--- src/rtl/packer_pkg.sv ---
// Shared definitions for the class score packer: state encoding, default sizes
// and the slot-offset helper used to address the flat Num bus.
package packer_pkg;

    localparam int DEF_NUM_CLASSES = 10;
    localparam int DEF_SCORE_W     = 26;
    localparam int DEF_IDX_W       = 4;

    typedef enum logic [1:0] {
        FILL   = 2'd0,
        SETTLE = 2'd1,
        RESULT = 2'd2
    } state_t;

    function automatic int slotOffset(input int slot, input int scoreW);
        return slot * scoreW;
    endfunction

endpackage

--- src/rtl/class_score_packer_if.sv ---
// Score stream, flat Num/Index link to Max, and result handshake of the packer.
// The master side is the packer itself; the slave side is its surroundings.
interface class_score_packer_if
    import packer_pkg::*;
#(
    parameter int NUM_CLASSES = DEF_NUM_CLASSES,
    parameter int SCORE_W     = DEF_SCORE_W,
    parameter int IDX_W       = DEF_IDX_W
);

    logic                           in_valid;
    logic                           in_ready;
    logic [SCORE_W-1:0]             in_score;
    logic                           in_last;
    logic [NUM_CLASSES*SCORE_W-1:0] Num;
    logic                           num_valid;
    logic [IDX_W-1:0]               Index;
    logic [IDX_W-1:0]               result_index;
    logic                           result_valid;
    logic                           result_ack;
    logic                           frame_error;

    modport master (
        input  in_valid, in_score, in_last, Index, result_ack,
        output in_ready, Num, num_valid, result_index, result_valid, frame_error
    );

    modport slave (
        output in_valid, in_score, in_last, Index, result_ack,
        input  in_ready, Num, num_valid, result_index, result_valid, frame_error
    );

endinterface

--- src/rtl/class_score_packer.sv ---
// Collects one frame of class scores into the flat Num bus for Max, holds it
// for one settle cycle, then latches Max's Index and offers it downstream.
module class_score_packer
    import packer_pkg::*;
#(
    parameter int NUM_CLASSES = DEF_NUM_CLASSES,
    parameter int SCORE_W     = DEF_SCORE_W,
    parameter int IDX_W       = DEF_IDX_W
) (
    input  logic                  clk,
    input  logic                  GlobalReset,
    class_score_packer_if.master  bus
);

    state_t                         r_state;
    logic [IDX_W-1:0]               r_count;
    logic [NUM_CLASSES*SCORE_W-1:0] r_num;
    logic                           r_numValid;
    logic [IDX_W-1:0]               r_resultIndex;
    logic                           r_resultValid;
    logic                           r_frameError;
    logic                           r_errAcc;

    logic w_fill;
    logic w_accept;
    logic w_first;
    logic w_lastSlot;
    logic w_frameEnd;
    logic w_beatErr;

    assign w_fill     = (r_state == FILL);
    assign w_accept   = bus.in_valid && w_fill;
    assign w_first    = (r_count == '0);
    assign w_lastSlot = (r_count == IDX_W'(NUM_CLASSES - 1));
    assign w_frameEnd = w_lastSlot || bus.in_last;
    // A frame is well formed only when in_last lands exactly on the final slot.
    assign w_beatErr  = bus.in_last ^ w_lastSlot;

    always_ff @(posedge clk) begin
        if (GlobalReset) begin
            r_state       <= FILL;
            r_count       <= '0;
            r_num         <= '0;
            r_numValid    <= 1'b0;
            r_resultIndex <= '0;
            r_resultValid <= 1'b0;
            r_frameError  <= 1'b0;
            r_errAcc      <= 1'b0;
        end else begin
            case (r_state)
                FILL: begin
                    if (w_accept) begin
                        // First beat wipes stale slots; an early in_last zeroes the unwritten tail.
                        for (int k = 0; k < NUM_CLASSES; k++) begin
                            if (IDX_W'(k) == r_count)
                                r_num[slotOffset(k, SCORE_W) +: SCORE_W] <= bus.in_score;
                            else if (w_first || (bus.in_last && IDX_W'(k) > r_count))
                                r_num[slotOffset(k, SCORE_W) +: SCORE_W] <= '0;
                        end
                        r_errAcc <= (w_first ? 1'b0 : r_errAcc) | w_beatErr;
                        if (w_frameEnd) begin
                            r_state    <= SETTLE;
                            r_numValid <= 1'b1;
                        end else begin
                            r_count <= r_count + 1'b1;
                            if (w_first)
                                r_numValid <= 1'b0;
                        end
                    end
                end
                SETTLE: begin
                    r_resultIndex <= bus.Index;
                    r_frameError  <= r_errAcc;
                    r_resultValid <= 1'b1;
                    r_state       <= RESULT;
                end
                RESULT: begin
                    if (bus.result_ack) begin
                        r_resultValid <= 1'b0;
                        r_count       <= '0;
                        r_state       <= FILL;
                    end
                end
                default: begin
                    r_state <= FILL;
                end
            endcase
        end
    end

    assign bus.in_ready     = w_fill;
    assign bus.Num          = r_num;
    assign bus.num_valid    = r_numValid;
    assign bus.result_index = r_resultIndex;
    assign bus.result_valid = r_resultValid;
    assign bus.frame_error  = r_frameError;

endmodule

--- src/flat_wrapper.sv ---
// flat-port wrapper written by rule: the top's interface ports become plain ports
module class_score_packer_flat import packer_pkg::*;
#(
    parameter int NUM_CLASSES = DEF_NUM_CLASSES,
    parameter int SCORE_W     = DEF_SCORE_W,
    parameter int IDX_W       = DEF_IDX_W
)
  (clk, GlobalReset, bus_in_valid, bus_in_score, bus_in_last, bus_Index, bus_result_ack, bus_in_ready, bus_Num, bus_num_valid, bus_result_index, bus_result_valid, bus_frame_error);
  class_score_packer_if #(.NUM_CLASSES(NUM_CLASSES), .SCORE_W(SCORE_W), .IDX_W(IDX_W)) bus_i ();
  input  logic clk;
  input  logic GlobalReset;
  input wire logic [$bits(bus_i.in_valid)-1:0] bus_in_valid;
  input wire logic [$bits(bus_i.in_score)-1:0] bus_in_score;
  input wire logic [$bits(bus_i.in_last)-1:0] bus_in_last;
  input wire logic [$bits(bus_i.Index)-1:0] bus_Index;
  input wire logic [$bits(bus_i.result_ack)-1:0] bus_result_ack;
  output wire logic [$bits(bus_i.in_ready)-1:0] bus_in_ready;
  output wire logic [$bits(bus_i.Num)-1:0] bus_Num;
  output wire logic [$bits(bus_i.num_valid)-1:0] bus_num_valid;
  output wire logic [$bits(bus_i.result_index)-1:0] bus_result_index;
  output wire logic [$bits(bus_i.result_valid)-1:0] bus_result_valid;
  output wire logic [$bits(bus_i.frame_error)-1:0] bus_frame_error;
  assign bus_i.in_valid = bus_in_valid;
  assign bus_i.in_score = bus_in_score;
  assign bus_i.in_last = bus_in_last;
  assign bus_i.Index = bus_Index;
  assign bus_i.result_ack = bus_result_ack;
  assign bus_in_ready = bus_i.in_ready;
  assign bus_Num = bus_i.Num;
  assign bus_num_valid = bus_i.num_valid;
  assign bus_result_index = bus_i.result_index;
  assign bus_result_valid = bus_i.result_valid;
  assign bus_frame_error = bus_i.frame_error;
  class_score_packer #(.NUM_CLASSES(NUM_CLASSES), .SCORE_W(SCORE_W), .IDX_W(IDX_W)) u_core (.clk(clk), .GlobalReset(GlobalReset), .bus(bus_i));
endmodule
--- config.mk ---
export PLATFORM = sky130hd
export DESIGN_NAME = class_score_packer_flat
export DESIGN_NICKNAME = d
export VERILOG_FILES = /design/src/rtl/packer_pkg.sv /design/src/rtl/class_score_packer_if.sv /design/src/rtl/class_score_packer.sv /design/src/flat_wrapper.sv
export SDC_FILE = /design/constraint.sdc
export NUM_CORES = 1
export LEC_CHECK = 0
export BUFFER_PORTS_ARGS = -buffer_cell sky130_fd_sc_hd__clkbuf_2
export CAP_MARGIN = 0
export CORE_MARGIN = 5
export CORE_UTILIZATION = 30
export DETAILED_ROUTE_END_ITERATION = 7
export PLACE_DENSITY_LB_ADDON = 0.3
export SLEW_MARGIN = 20
export SYNTH_ARGS = -nofsm -noshare
export SYNTH_HDL_FRONTEND = slang
export SYNTH_SLANG_ARGS = --single-unit
export TNS_END_PERCENT = 5
--- constraint.sdc ---
create_clock -name clk -period 2.4 [get_ports clk]
set_clock_uncertainty 0.15 [all_clocks]
set_input_delay 0.12 -clock clk [delete_from_list [all_inputs] [get_ports clk]]
set_output_delay 0.12 -clock clk [all_outputs]
set_load 0.01 [all_outputs]
==> results of run 1 <==
==> logic make-up (layout without fill, tap and decap cells) <==
family / count (synthesis) / count (layout) / synth area share (%)
other: 0 / 1 / 0
DFF: 274 / 274 / 52.9
buffers and inverters: 139 / 438 / 7.15
adders and majority gates: 5 / 5 / 0.603
muxes: 5 / 5 / 0.483
AOI/OAI and AO/OA: 302 / 302 / 17.7
xor gates and xnor gates: 3 / 3 / 0.253
and+or+nand+nor: 472 / 472 / 20.9
==> layer usage <==
metal / vias to the layer above / GRT usage [%] / share of wire, %
li1: 4712 / - / -
met1: 4729 / 27.2 / 44
met2: 369 / 31.1 / 44
met3: 72 / 5.03 / 8.0
met4: 0 / 5.95 / 3.2
met5: - / 0 / 0
==> where the power goes <==
part,internal [mW],switching [mW],total [mW]
registers,4.60,0.0333,4.64
clock network,3.21,1.94,5.15
logic,0.257,0.679,0.936
total,8.07,2.65,10.7
==> tightest hold or removal path, delay by kind of cell <==
family                 cells  cell delay, ns
AND/OR/NAND/NOR            1            0.15
buffers and inverters      1            0.35
AO/OA/AOI/OAI              1            0.05
==> how the worst max path moves through the flow <==
stage / from / endpoint
after floorplan: u_core.r_count[1] / u_core.bus.Num[103]
after global placement: u_core.r_state[1] / u_core.bus.Num[58]
after detailed placement: u_core.r_count[0] / u_core.bus.Num[250]
after CTS: u_core.r_count[0] / u_core.bus.Num[89]
after global routing: u_core.r_count[0] / u_core.bus.Num[177]
final: u_core.r_count[0] / u_core.bus.Num[173]
==> through the flow <==
step	setup TNS, ns	util (%)	cells
6_report	0	39.8	1955
5_1_grt	-0.00508	39.8	1955
4_1_cts	0	39.7	1953
3_5_place_dp	0	35.6	1864
3_3_place_gp	0	35.6	1864
2_1_floorplan	0	-	1200
==> layout make-up <==
cell class                 instances  area [sq um]  share of cell area [%]
clock buffer                      41           843                    6.17
tap                              455           569                    4.16
timing repair buffer             376          2260                    16.5
clock inverter                    15           264                    1.93
sequential                       274          5490                    40.1
inverter                           6          22.5                   0.165
antenna                            1          2.50                  0.0183
multi-input combinational        787          4230                    30.9
==> flip-flops by register name, indices dropped and copies added, names as in the netlist <==
signal and flops:
u_core.bus.frame_error 1, u_core.bus.result_index 4, u_core.r_errAcc 1, u_core.bus.num_valid 1, u_core.bus.result_valid 1, u_core.r_count 4, u_core.bus.Num 260, u_core.r_state 2
==> layout by cell type (no fill, tap or decap), types with 6 or more instances in the layout <==
cell type	instances
sky130_fd_sc_hd__a22oi_1	50
sky130_fd_sc_hd__a21oi_1	153
sky130_fd_sc_hd__bufinv_16	7
sky130_fd_sc_hd__clkbuf_2	301
sky130_fd_sc_hd__nand4_1	29
sky130_fd_sc_hd__clkbuf_16	31
sky130_fd_sc_hd__o21ai_0	47
sky130_fd_sc_hd__clkbuf_1	7
sky130_fd_sc_hd__buf_12	8
sky130_fd_sc_hd__nand3_1	153
sky130_fd_sc_hd__dfxtp_1	274
sky130_fd_sc_hd__dlygate4sd3_1	33
sky130_fd_sc_hd__nor2_1	41
sky130_fd_sc_hd__a22o_1	26
sky130_fd_sc_hd__buf_4	32
sky130_fd_sc_hd__nand2_1	212
sky130_fd_sc_hd__o21ai_1	6
==> what timing repair did <==
action	in CTS	in global routing
hold endpoints to repair	196	0
setup endpoints to repair	1	12
hold buffers	33	0
pin swaps	0	1
resized for setup	1	2
==> results, run 1 <==
- The run finished with clean final reports.
- For this run, the slowest stage of the critical path takes 0.54 ns.
- The floorplan has 68 rows.
- For the pin with the worst max-slew slack, the measured transition is 0.977 ns.
- On the final layout, the worst hold slack is 0.0313 ns.
- Clock-pin slew was measured on the worst setup and hold paths at 0.06 ns.
- The worst hold path was traced through 3 stages.
- The synthesized design spends more area on one cell type than any other, namely sky130_fd_sc_hd__dfxtp_1.
- The via count of the first global-routing pass is 9402.
- Before CTS, the worst setup slack after placement is 0.0296 ns.
- Clock tree synthesis inserted a total of 31 buffers.
- The fill cell instance count of the final layout is 3509.
- The sequential cell area fraction in the yosys report is 52.9%.
- The wire length of the first global-routing pass is 60000 um.
- The most used flip-flop cell after synthesis is sky130_fd_sc_hd__dfxtp_1.
- The total I/O pin count is 303.
- Entering global routing, the biggest net connects 105 pins.
- The count of endpoints failing hold in the final timing report was 0.
- The share of the clock period used by the worst path is 93.9%.
- The worst setup path is launched from a flip-flop.
- The number of max-slew violations in the final report is 0.
- The synthesized design contains 0 enable-type register cells.
- Measured against its own limit, the worst slew margin works out to 34.9%.
- The port buffer count is 302.
- The placed wire-length estimate is 26300 um.
- The H-tree level count is 1.
- Walking the worst path, the cells encountered are inv_1 > ha_1 > nor3_1 > a311oi_4 > buf_12 > nand3_1 > o21ai_0.
- The top cell family by delay on the critical path is simple AND/OR/NAND/NOR gates.
- The routed design has 40500 um of wire.
- The total design power is 10.7 mW.
- The fraction of synthesized cell area taken by the top area cell type is 52.9%.
- The depth of the worst register-to-register path is 7.
- The tree is rooted in a sky130_fd_sc_hd__clkbuf_16.
- At the worst endpoint, the required time is 2.67 ns.
- The critical path contains buffers and inverters numbering 2 combined.
- After synthesis, the cell types taking the most area are sky130_fd_sc_hd__dfxtp_1, sky130_fd_sc_hd__nand2_1, sky130_fd_sc_hd__a21oi_1.
- After clock tree synthesis, the setup repair step added 0 buffers.
- The CTS sink count is 274.
- In the final routed layout, each cell accounts on average for 20.7 um.
- By count the netlist is led by sky130_fd_sc_hd__dfxtp_1, sky130_fd_sc_hd__nand2_1, sky130_fd_sc_hd__a21oi_1.
- The cell leakage power is 5.43 nW.
- The number of vias in the routed layout is 9882.
- Measured along the y axis, the die boundary spans 196 um.
- The number of cells produced by synthesis is 1200.
- The startpoint identified for the worst hold timing path is bus_in_score[15].
- The register-to-register setup slack is 0.15 ns.
- The post-placement cell area is 12200 sq um.
- Global routing consumed, over all layers together, 19.9% of the routing resources.
- Counting every net in the synthesized netlist gives 1240.
- For this design, the slowest cell found on the critical path is sky130_fd_sc_hd__nor3_1.
- Counting flops and latches in the post-synthesis netlist gives 274.
- Cells with a size suffix above 1 make up 28.3% of the layout.
- The number of cells on the critical path is 7.
- The post-layout instance area is 13700 sq um.
- For the finished layout, the period the worst path requires is 2.25 ns.
- The end point of the most critical hold path is u_core.bus.Num[15].
- The mean area per synthesized cell is 8.64 sq um.
- In the routed layout, each cell is associated on average with a via count of 5.05.
- Relative to the synthesized area, the layout overhead comes to 31.9%.
- The peak fanout along the critical path is 52.
- The slack of the critical path is 0.147 ns.
- For this run, the number of Yosys warnings is 0.
- The final global-route overflow total is 0.
- The worst min-delay path class is in2reg.
- The routability congestion estimate is 0.822.
- In the post-synthesis netlist, the cell with the most instances is sky130_fd_sc_hd__dfxtp_1.
- The async set-reset flop share out of synthesis is 0%.
- The number of detailed-route iterations in the first pass is 5.
- The final net count is 1516.
- Counting along the longest clock path gives a buffer depth of 3.
- In this run the power density over the cells is 784 nW/um^2.
- Setup repair after global routing could not meet its margin everywhere.
- The type of element capturing the critical path is a flip-flop.
- The area of the die is 38400 sq um.
- In the routed design, unresolved DRC markers number 0.
- The category of the most critical setup path is reg2reg.
- In this run the critical register-to-register path is captured at u_core.bus.Num[173].
- TritonCTS built the clock tree.
- Measured along the x axis, the die boundary spans 196 um.
- The area of the placeable core is 34400 sq um.
- Setup violations remaining at the end of the flow were counted as 0.
- Data on the critical path arrives at its endpoint at 2.53 ns.
- The later pin in the worst-skew pair is clocked with a latency of 0.55 ns.
- Derived from the worst setup path, the maximum achievable clock frequency is 0.444 GHz.
- The count of maximum capacitance violations is 0.
- VDD sags by at most 0.546 mV.
- The number of DRC markers in iteration 0 is 613.
- For this configuration, the core starts out at a cell density of 30.2%.
- The number of antenna violations at the first check in global routing was 1.
- The synthesized netlist contains 52 unique library cells.
- Summing every instance area after synthesis gives 10400 sq um.
- The startpoint identified for the worst register-to-register timing path is u_core.r_count[0].
- The count of nets left with antenna violations once routing finished came out at 0.
No activity file was read; power rests on OpenSTA's default activity.
==> run 2, diff against run 1 <==
==> constraint.sdc (replaced) <==
create_clock -name clk -period 1.8 [get_ports clk]
set_clock_uncertainty 0.15 [all_clocks]
set_input_delay 0.09 -clock clk [delete_from_list [all_inputs] [get_ports clk]]
set_output_delay 0.09 -clock clk [all_outputs]
set_load 0.01 [all_outputs]
==> run 2 against run 1 <==
Net effect:
- the run now ends with negative setup slack left
- cell count is 1.2% higher
- fmax is 15% higher
- flip-flop and latch count stayed put
- die area stayed put
- design area is 4.5% higher
- non-clock buffer count is 29 higher
- critical path depth is 2 lower
- sequential share of layout area is 1.7 points lower
- global-route usage is 0.077 points higher
- count of clock-buffer cells in the layout is 4 higher
- critical endpoint is now u_core.bus.Num[71]
- critical path type unchanged
==> results, run 2 (synthesis results as in run 1) <==
- The critical hold path startpoint is bus_in_last.
- In this run the register-to-register setup slack is -0.17 ns.
- The startpoint type of the worst setup path is a flip-flop.
- Counting cells, the worst reg-to-reg path comes to 5.
- At the worst endpoint, the arrival time is 2.31 ns.
- The area of the die is 38400 sq um.
- The maximum operating frequency is 0.508 GHz.
- The worst pin sits at a relative slew slack of 55.1%.
- The die span in x is 196 um.
- The cell leakage power is 5.64 nW.
- For this design the ratio of total power to cell area is 976 nW/um^2.
- In this run the standard cell core region covers 34400 sq um.
- The flow ran to the end, but the final reports show violations.
- In the layout the commonest cells are sky130_fd_sc_hd__clkbuf_2, sky130_fd_sc_hd__dfxtp_1, sky130_fd_sc_hd__nand2_1.
- The number of DRC markers in iteration 0 is 561.
- The via count of the first global-routing pass is 9520.
- The number of max-slew violations in the final report came to 0.
- The number of nets with antenna violations after detailed routing is 0.
- Setup repair after global routing could not meet its margin everywhere.
- The number of antenna violations at the first check in global routing is 0.
- The number of detailed-route iterations in the first pass is 7.
- The count of buffers added on input and output ports is 302.
- The startpoint of the worst register-to-register path is u_core.r_state[1].
- At the pin with the least slew margin, the transition time is 0.673 ns.
- Across all layers, the routed design uses 10043 vias.
- VDD sags by at most 0.764 mV.
- The H-tree level count is 1.
- The number of diodes added for antenna fixing is 0.
- The final reports fail on negative setup slack.
- The final net count is 1544.
- Row generation in the floorplan step produced 68 rows.
- The final cell count without fillers is 1979.
- TritonCTS built the clock tree.
- The final number of setup-violating endpoints is 147.
- Once the floorplan was initialized, standard cells occupied 30.2% of the core.
- The most critical setup path has its startpoint at u_core.r_state[1].
- The first global-routing pass estimated 60300 um of wire.
- The total negative slack is -12.62 ns.
- The count of endpoints failing hold in the final timing report was 0.
- The end point of the most critical hold path is u_core.bus.Num[96].
- The most common cell after layout, fill and taps aside is sky130_fd_sc_hd__clkbuf_2.
- The cell count of the worst hold path is 5.
- The maximum number of pins on one net before global-route repair is 96.
- The routability congestion estimate is 0.852.
- The area overhead of the layout relative to synthesis is 37.8%.
- The total I/O pin count is 303.
- The final layout contains routed wiring with a total length of 40700 um.
- For the worst-skew pair, the clock arrives at the later sink with an insertion delay of 0.56 ns.
- The clock-pin slew on the worst setup and hold paths is 0.06 ns.
- The floorplan die height is 196 um.
- In this run the deepest clock path goes through 3 buffers.
- Dividing the detail-routed wire length by the instance count gives 20.6 um.
- The terminus of the critical flop-to-flop path is u_core.bus.Num[71].
- The placed wire-length estimate is 26900 um.
- Data on the critical path is required at its endpoint by 2.14 ns.
- Counting the fill cells in the layout gives 3484.
- The path class of the tightest hold or removal check is in2reg.
- The register with the most flip-flops in the layout has 260 of them.
- The placed cell count is 1893.
- The clock drives 274 sinks.
- The average vias per placed instance is 5.07.
- After detailed routing, the number of remaining DRC violations is 0.
- By startpoint and endpoint, the worst setup path is classified as reg2reg.
- The number of buffers inserted during clock tree synthesis is 30.
- Cells with a size suffix above 1 make up 33.5% of the layout.
- The tool flagged a number of max-cap violations equal to 0.
- Of all nets on the critical path, the largest fanout is 26.
- Across all setup checks in the final design, the least slack found is -0.167 ns.
- The final period demand of the worst path is 1.97 ns.
- The cell chosen for the clock root is sky130_fd_sc_hd__clkbuf_16.
- The worst setup path is captured at a flip-flop.
- The overall routing resource usage is 20.0%.
- For this run the aggregate overflow at the end of global routing stands at 0.
- After layout, the worst path uses 109% of the clock period.
==> run 2: cell types whose count changed in the layout (fill, tap and decap cells not counted), moves of 6 or more <==
| cell | delta |
|---|---|
| sky130_fd_sc_hd__buf_6 | +9 |
| sky130_fd_sc_hd__a21oi_2 | +35 |
| sky130_fd_sc_hd__a21oi_1 | -34 |
| sky130_fd_sc_hd__buf_12 | +13 |
| sky130_fd_sc_hd__nand3_2 | +6 |
| sky130_fd_sc_hd__nand3_1 | -7 |
==> run 2: metal layers <==
metal  part of all wire, %  vias up  global-route usage (%)
li1                      -     4765                       -
met1                    44     4847                    27.1
met2                    46      363                    32.4
met3                   7.3       68                    4.52
met4                   2.7        0                    4.99
met5                     0        -                       0
==> run 2: timing repair <==
action	in CTS	in global routing
buffers inserted	1	0
resized for setup	18	60
endpoints found under the hold margin	261	0
pin swaps	10	47
hold buffers	33	0
cloned	1	0
setup endpoints to repair	212	261
==> run 2: power breakdown <==
group	switching (mW)	internal, mW
clock	2.48	3.87
combinational	0.952	0.468
sequential	0.0442	6.14
==> run 2: area by class of cell <==
| cell class | count | area (sq um) | share of cell area (%) |
|---|---|---|---|
| clock inverter | 7 | 115 | 0.805 |
| inverter | 6 | 22.5 | 0.158 |
| timing repair buffer | 405 | 2690 | 18.8 |
| clock buffer | 45 | 908 | 6.36 |
| tap | 455 | 569 | 3.98 |
| sequential | 274 | 5490 | 38.4 |
| multi-input combinational | 787 | 4500 | 31.5 |
==> run 2: how the worst max path moves through the flow <==
| stage | to | slack (ns) |
|---|---|---|
| 2_1_floorplan | u_core.bus.Num[59] | -0.22 |
| 3_3_place_gp | u_core.bus.Num[52] | -0.17 |
| 3_5_place_dp | u_core.bus.Num[176] | -0.20 |
| 4_1_cts | u_core.bus.Num[176] | -0.19 |
| 5_1_grt | u_core.bus.Num[163] | -0.24 |
| 6_report | u_core.bus.Num[71] | -0.17 |
==> run 2: critical path, stage by stage (launching register included) <==
cell	delay, ns
sky130_fd_sc_hd__dfxtp_2	0.32
sky130_fd_sc_hd__or4b_4	0.63
sky130_fd_sc_hd__a311oi_4	0.28
sky130_fd_sc_hd__buf_12	0.23
sky130_fd_sc_hd__nand3_1	0.12
sky130_fd_sc_hd__a21oi_2	0.17
==> run 2: per-stage QoR <==
step                instance area (sq um)  hold slack [ns]  util [%]  setup slack [ns]  power (mW)
global route                        14300           0.0851      41.6            -0.241        14.5
floorplan                           10500           0.0874         -            -0.222        7.07
detailed placement                  12600            0.190      36.7            -0.204        7.61
finish                              14300           0.0630      41.6            -0.167        14.0
global placement                    12600            0.175      36.7            -0.167        7.60
CTS                                 14000           0.0289      40.9            -0.190        14.1
